**config.mk**
```make
export PLATFORM = sky130hd
export DESIGN_NAME = muldiv_seq
export DESIGN_NICKNAME = d
export VERILOG_FILES = /design/src/rtl/muldiv_seq.sv
export SDC_FILE = /design/constraint.sdc
export NUM_CORES = 1
export LEC_CHECK = 0
export ABC_AREA = 0
export ABC_CLOCK_PERIOD_IN_PS = 7450
export CORE_MARGIN = 2
export CORE_UTILIZATION = 55
export CTS_BUF_LIST = sky130_fd_sc_hd__clkbuf_4 sky130_fd_sc_hd__clkbuf_8
export CTS_CLUSTER_DIAMETER = 80
export DETAILED_ROUTE_END_ITERATION = 8
export PLACE_DENSITY_LB_ADDON = 0.15
export SKIP_CTS_REPAIR_TIMING = 1
export SYNTH_ARGS = -nofsm -noshare
export SYNTH_HDL_FRONTEND = slang
export SYNTH_SLANG_ARGS = --single-unit
```
**constraint.sdc**
```tcl
create_clock -name clk -period 7.45 [get_ports clk]
set_input_delay 1.49 -clock clk [delete_from_list [all_inputs] [get_ports clk]]
set_output_delay 1.49 -clock clk [all_outputs]
set_load 0.05 [all_outputs]
```
**src/rtl/muldiv_seq.sv**
```systemverilog
// Iterative multiply/divide sequencer. One shared shift-add / restoring-subtract
// datapath is stepped one bit per clock. MUL returns the low WIDTH product bits;
// UDIV/SDIV return the truncated quotient. A zero divisor completes early with
// div_by_zero set and result 0.
module muldiv_seq #(
  parameter int WIDTH = 32,
  parameter int CNT_W = 6
) (
  input  logic             clk,
  input  logic             reset,
  input  logic             start,
  input  logic [1:0]       op,
  input  logic [WIDTH-1:0] a,
  input  logic [WIDTH-1:0] b,
  output logic             busy,
  output logic             done,
  output logic [WIDTH-1:0] result,
  output logic             div_by_zero
);

  typedef enum logic [2:0] {IDLE, SETUP, ITER, FIXUP, DONE} state_t;

  state_t           state;
  logic [CNT_W-1:0] cnt;
  logic [WIDTH-1:0] a_q, b_q;
  logic [1:0]       op_q;
  logic             sign;
  logic             dz;
  // acc: product accumulator (MUL) or partial remainder (DIV)
  // md : shifting multiplicand (MUL) or divisor (DIV)
  // mq : shifting multiplier (MUL) or dividend/quotient (DIV)
  logic [WIDTH-1:0] acc, md, mq;

  logic is_div, is_sdiv;
  assign is_div  = (op_q != 2'b00);
  assign is_sdiv = (op_q == 2'b10);

  logic [WIDTH-1:0] abs_a, abs_b;
  assign abs_a = a_q[WIDTH-1] ? (~a_q + 1'b1) : a_q;
  assign abs_b = b_q[WIDTH-1] ? (~b_q + 1'b1) : b_q;

  // Restoring step. The shifted remainder is kept WIDTH+1 bits wide so that
  // divisors with the MSB set still compare correctly; the borrow out of the
  // subtract is the "remainder < divisor" flag.
  logic [WIDTH:0] rem_sh, rem_diff;
  logic           rem_ge;
  assign rem_sh   = {acc, mq[WIDTH-1]};
  assign rem_diff = rem_sh - {1'b0, md};
  assign rem_ge   = ~rem_diff[WIDTH];

  // Control FSM and datapath; all outputs are registered here.
  always_ff @(posedge clk or posedge reset) begin
    if (reset) begin
      state       <= IDLE;
      cnt         <= '0;
      a_q         <= '0;
      b_q         <= '0;
      op_q        <= '0;
      sign        <= 1'b0;
      dz          <= 1'b0;
      acc         <= '0;
      md          <= '0;
      mq          <= '0;
      busy        <= 1'b0;
      done        <= 1'b0;
      result      <= '0;
      div_by_zero <= 1'b0;
    end else begin
      case (state)
        IDLE: begin
          if (start) begin
            a_q         <= a;
            b_q         <= b;
            op_q        <= op;
            div_by_zero <= 1'b0;
            busy        <= 1'b1;
            state       <= SETUP;
          end
        end
        SETUP: begin
          cnt  <= CNT_W'(WIDTH-1);
          acc  <= '0;
          sign <= 1'b0;
          dz   <= 1'b0;
          if (is_div) begin
            md    <= is_sdiv ? abs_b : b_q;
            mq    <= is_sdiv ? abs_a : a_q;
            sign  <= is_sdiv & (a_q[WIDTH-1] ^ b_q[WIDTH-1]);
            // Zero divisor skips the iterations; passing through FIXUP keeps
            // the completion two edges after the start edge.
            if (b_q == '0) begin
              dz    <= 1'b1;
              state <= FIXUP;
            end else begin
              state <= ITER;
            end
          end else begin
            md    <= a_q;
            mq    <= b_q;
            state <= ITER;
          end
        end
        ITER: begin
          cnt <= cnt - 1'b1;
          if (is_div) begin
            acc <= rem_ge ? rem_diff[WIDTH-1:0] : rem_sh[WIDTH-1:0];
            mq  <= {mq[WIDTH-2:0], rem_ge};
          end else begin
            if (mq[0]) acc <= acc + md;
            md <= md << 1;
            mq <= mq >> 1;
          end
          if (cnt == '0) state <= FIXUP;
        end
        FIXUP: begin
          done  <= 1'b1;
          state <= DONE;
          if (dz) begin
            result      <= '0;
            div_by_zero <= 1'b1;
          end else if (is_div) begin
            result <= sign ? (~mq + 1'b1) : mq;
          end else begin
            result <= acc;
          end
        end
        DONE: begin
          done  <= 1'b0;
          busy  <= 1'b0;
          state <= IDLE;
        end
        default: state <= IDLE;
      endcase
    end
  end

endmodule

```
== Word-level counts from Yosys, hierarchy flattened ==
Index checks and enable logic that the tools add are counted.

* Add/sub/neg operators: 6
* Equal/unequal tests: 10
* Muxes and demuxes: 32
* Bitwise operators: 6
* Reductions and logical operators: 14

{| class="wikitable"
|+ Operators by type and width
! cell !! number
|-
| 2-to-1 mux 32 bit || 14
|-
| case mux 32 bit (2 select lines) || 3
|-
| adder 32 x 1 -> 32 bit (second input constant) || 3
|-
| NOT 32 bit || 3
|-
| subtractor 33 x 32 -> 33 bit || 1
|-
| adder 32 bit || 1
|-
| zero test 32 bit || 1
|-
| case mux 3 bit (4 select lines) || 1
|-
| case mux 6 bit (2 select lines) || 1
|-
| AND reduction 2 bit || 5
|-
| nonzero test 2 bit || 5
|-
| 2-to-1 mux 3 bit || 3
|-
| inequality test 2 bit (second input constant) || 4
|-
| 2-to-1 mux 1 bit || 7
|-
| equality test 3 x 2 -> 1 bit (second input constant) || 2
|-
| zero test 6 bit || 1
|-
| case mux 1 bit (2 select lines) || 3
|-
| subtractor 6 x 1 -> 6 bit (second input constant) || 1
|-
| equality test 3 x 1 -> 1 bit (second input constant) || 1
|-
| equality test 3 bit (second input constant) || 1
|-
| zero test 3 bit || 1
|-
| inequality test 3 bit (second input constant) || 1
|-
| AND reduction 3 bit || 1
|-
| equality test 2 bit (second input constant) || 1
|-
| other kinds (3) || 3
|}

* Flip-flop bits (word level): 208
* Output and inout port bits: 35

== Logic depth before layout (Yosys ltp) ==
* Word-level depth: 6
* Gate-level depth with buffers: 14
* Mapped depth without buffers: 12

== Least setup slack after synthesis ==
Ideal clock, no wire load.

* Path type: flip-flop to flip-flop
* Start: reg acc[0]
* End: reg acc[28]
* Setup time: 126 ps
* Arrival: 3126 ps
* Data required time: 7324 ps
* Setup slack: 4198 ps
* Stages on the path, launching flop included: 12
* Cells stage by stage: dfrtp_1 ha_1 fa_1 a21o_1 a221oi_2 o21ai_1 a311o_1 a221oi_2 nor4b_1 a211oi_1 xnor2_1 a221o_1

* Longest elaborated chain between the ends: 4
* Elaborated cells on any way between the ends: 6
* Those cells by class: add/sub (2); mux (4)

{| class="wikitable"
|+ RTL lines
! element !! RTL line !! text
|-
| from (decl) || 32 || <nowiki>logic [WIDTH-1:0] acc, md, mq;</nowiki>
|-
| from (signal assigned) || 106 || <nowiki>acc <= rem_ge ? rem_diff[WIDTH-1:0] : rem_sh[WIDTH-1:0];</nowiki>
|-
| from (signal assigned) || 109 || <nowiki>if (mq[0]) acc <= acc + md;</nowiki>
|-
| subtractor 33 x 32 -> 33 bit or adder 32 bit (tied branches) || 48, 109 ||
|-
| 2-to-1 mux 32 bit (on tied branches) || 106, 109 ||
|-
| 2-to-1 mux 32 bit * || 105 || <nowiki>if (is_div) begin</nowiki>
|-
| case mux 32 bit (2 select lines) * || 69 || <nowiki>case (state)</nowiki>
|}

Mark *: on every way between the ends. The rest lies on a longest branch, timed or not. The select of a mux whose other input is x is not followed.
A chain may end at the register's enable or synchronous reset.

== Worst setup path in the final report ==
* Start: reg acc[23]
* End: reg acc[17]

* Longest elaborated chain between the ends: 4

{| class="wikitable"
|+ RTL lines
! element !! RTL line !! text
|-
| subtractor 33 x 32 -> 33 bit || 48 || <nowiki>assign rem_diff = rem_sh - {1'b0, md};</nowiki>
|-
| 2-to-1 mux 32 bit || 106 ||
|-
| 2-to-1 mux 32 bit || 105 ||
|-
| case mux 32 bit (2 select lines) || 69 ||
|}

Every way passes these cells.

==> impl_results.md <==
* Most frequently used flop master after synthesis: dfrtp_1
* # rows at 60
* Global-route wire length before repair at 76400 um
* Detailed router's first-iteration violation count at 1251
* Worst R2R Path Depth at 10
* Relative slew slack at 6.61%
* Status: complete, no violations
* Vias in the first global route at 13400
* CP startpoint: acc[23]
* Post-Route WL at 49300 um
* Vias per cell at 6.30
* Worst Hold Launch: result[25]
* Commonest cells post-synth: 229 x a21oi_1, 208 x dfrtp_1, 183 x nand2_1
* Die H at 170 um
* Yosys cell types at 74
* Starting Density at 56.2%
* EDFF count, synth at 0
* Worst r2r src: acc[23]
* Routability Congestion at 0.961
* Most common cell in the synthesized netlist: a21oi_1
* Lkg Pwr at 7.14 nW
* Met2 WL post-DR at 22700 um
* Async SR Flop Fraction at 100%
* # DRC at 0
* Die W at 170 um
* R2r setup slk at 3.42 ns
* Cell area after synthesis at 15200 um2
* Gr ovfl total at 0
* Worst-margin pin slew at 1.40 ns
* CTS Buf Count at 39
* Crit path max fanout at 47
* Min-delay worst type: reg -> reg
* Drt pass-1 iters at 6
* RSZ-0062 raised after global routing: false
* Hold Path End: result[25]
* Yosys reg bits at 208
* Fin crit share at 54.1%
* Startpoint Class: flip-flop
* Tot Pwr at 9.46 mW
* Clock Latency Late Sink at 0.55 ns
* Clk root buf: clkbuf_8
* Post-DP HPWL at 36000 um
* Share of the synthesized area in the top cell type at 34.2%
* # IOs at 104
* Detail Route Antenna Nets at 0
* Fillers at 2355
* Skew final at 0.0231 ns
* CP required at 7.88 ns
* Port Buffer Count at 103
* Final TNS setup at 0 ns
* Core Region at 27100 um2
* Worst setup path class: reg -> reg
* Avg Inst Size Synth at 8.36 um2
* Clock Sinks at 208
* Final setup violation count at 0
* Routed via count at 14300
* Max layer used: met4
* Die Footprint at 29000 um2
* CTS tree: yes
* Count of final hold-check violations at 0
* Drt wl/cell at 21.8 um
* Reg2reg end: acc[17]
* Mapped Cells at 1821
* Seq/Total Area, Yosys at 34.2%
* FMAX at 0.248 GHz
* Ant diodes at 0
* Antenna violations before repair at 0
* Layout cells sized above 1 at 9.76%
* Yosys Warn Count at 0
* Fin crit period at 4.03 ns
* Peak supply drop at 0.303 mV
* Nets@finish at 2005
* CTS clk-pin slew, worst paths at 0.06 ns
* Top post-synthesis cells by area: dfrtp_1 34%, a21oi_1 7.5%, ha_1 5.6%, o21ai_0 5.5%, mux2_2 4.7%
* Total track usage at 33.9%
* PwrDens at 547 nW/um2
* Largest net degree at the start of global routing at 176
* Area Growth Syn to Fin at 13.5%
* Max Buffers Root-to-Sink at 3
* Syn_nets at 1960
* Metal1 wirelength at 21200 um
* Max-cap violations at 0
* WL met3 at 3160 um
* CTS H-tree lvls at 2
* Crit end category: flip-flop
* WP data arrival at 4.46 ns
* Synth area leader: dfrtp_1
* Final count of pins violating max slew at 0
* Hold Path Depth at 2
-- metal layers --
metal | GRT usage, % | vias up
li1 | - | 6720
met1 | 46.0 | 6861
met2 | 54.3 | 575
met3 | 4.47 | 123
met4 | 15.3 | 0
met5 | 0 | -
-- final cells by class --
cell class / instances / area (um2) / area share [%]
repair buffers: 122 / 1190 / 6.86
clock buffers: 59 / 749 / 4.33
flip-flops and latches: 208 / 5200 / 30.1
clock inverters: 11 / 86.3 / 0.499
multi-input cells: 1429 / 9350 / 54.0
inverters: 66 / 255 / 1.48
well taps: 372 / 465 / 2.69
-- logic make-up (layout without fill, tap and decap cells) --
family / count (synthesis) / count (layout) / share of synthesized area, %
compound gates: 653 / 653 / 26.8
xor+xnor: 134 / 134 / 7.71
fa+ha+maj: 70 / 70 / 5.85
buf+inv: 184 / 258 / 4.72
flops: 208 / 208 / 34.2
mux: 75 / 75 / 5.45
simple gates: 497 / 497 / 15.3
-- state kept, by name (all words and copies together), names as in the netlist --
signal	flops
done	1
b_q	32
op_q	2
result	32
div_by_zero	1
acc	32
sign	1
cnt	6
dz	1
mq	32
a_q	32
md	32
state	3
busy	1
-- worst max-delay path: stages (launching register included) --
cell and delay (ns):
dfrtp_1 0.44, ha_1 0.39, a21oi_1 0.24, o21bai_1 0.13, a221oi_1 0.60, nor2_1 0.10
a2111oi_0 0.48, nand3_2 0.35, buf_4 0.41, or4_1 0.51, a32o_1 0.25
-- through the flow --
step,cells,hold slack (ns),setup slack (ns),util [%],area (um2)
after CTS,2267,0.478,3.49,63.8,17300
final,2267,0.477,3.42,63.8,17300
after detailed placement,2197,0.465,3.53,60.7,16500
after global placement,2197,0.461,3.64,60.7,16500
after global routing,2267,0.513,3.15,63.8,17300
after floorplan,1821,0.458,0.279,-,15200
-- cell usage in the layout (no fill, tap or decap), types with 7 or more instances in the layout --
cell and instances:
a21oi_1 228, dfrtp_1 208, nand2_1 183, o21ai_0 166
nor2_1 133, clkdlybuf4s50_1 103, xor2_1 72, ha_1 68
inv_1 65, mux2_2 63, xnor2_1 62, clkbuf_8 49
a211oi_1 45, nor3_1 30, a22o_1 29, nand3_1 24
o31ai_1 24, a21o_1 20, a22oi_1 19, buf_4 18
nand2b_1 14, o211ai_1 14, or3_1 14, nor4_1 13
nand4_1 13, and3_1 12, a221oi_1 12, mux2i_1 12
nor2b_1 11, o21bai_1 11, a31oi_1 11, clkbuf_4 10
a311oi_1 9, or4_1 8, clkinv_2 8, and2_1 7
-- power breakdown --
part	leakage (nW)	internal [mW]	switching, mW
combinational	4.16	2.21	3.67
clock	0.448	0.680	0.520
sequential	2.54	1.65	0.737
-- how the worst max path moves through the flow --
| stage | endpoint | cells past startpoint |
|---|---|---|
| finish | acc[17] | 10 |
| global route | acc[17] | 10 |
| CTS | acc[17] | 10 |
| detailed placement | acc[17] | 10 |
| global placement | acc[17] | 10 |
| floorplan | a_q[0] | 1 |
(Power assumes the default switching activity.)
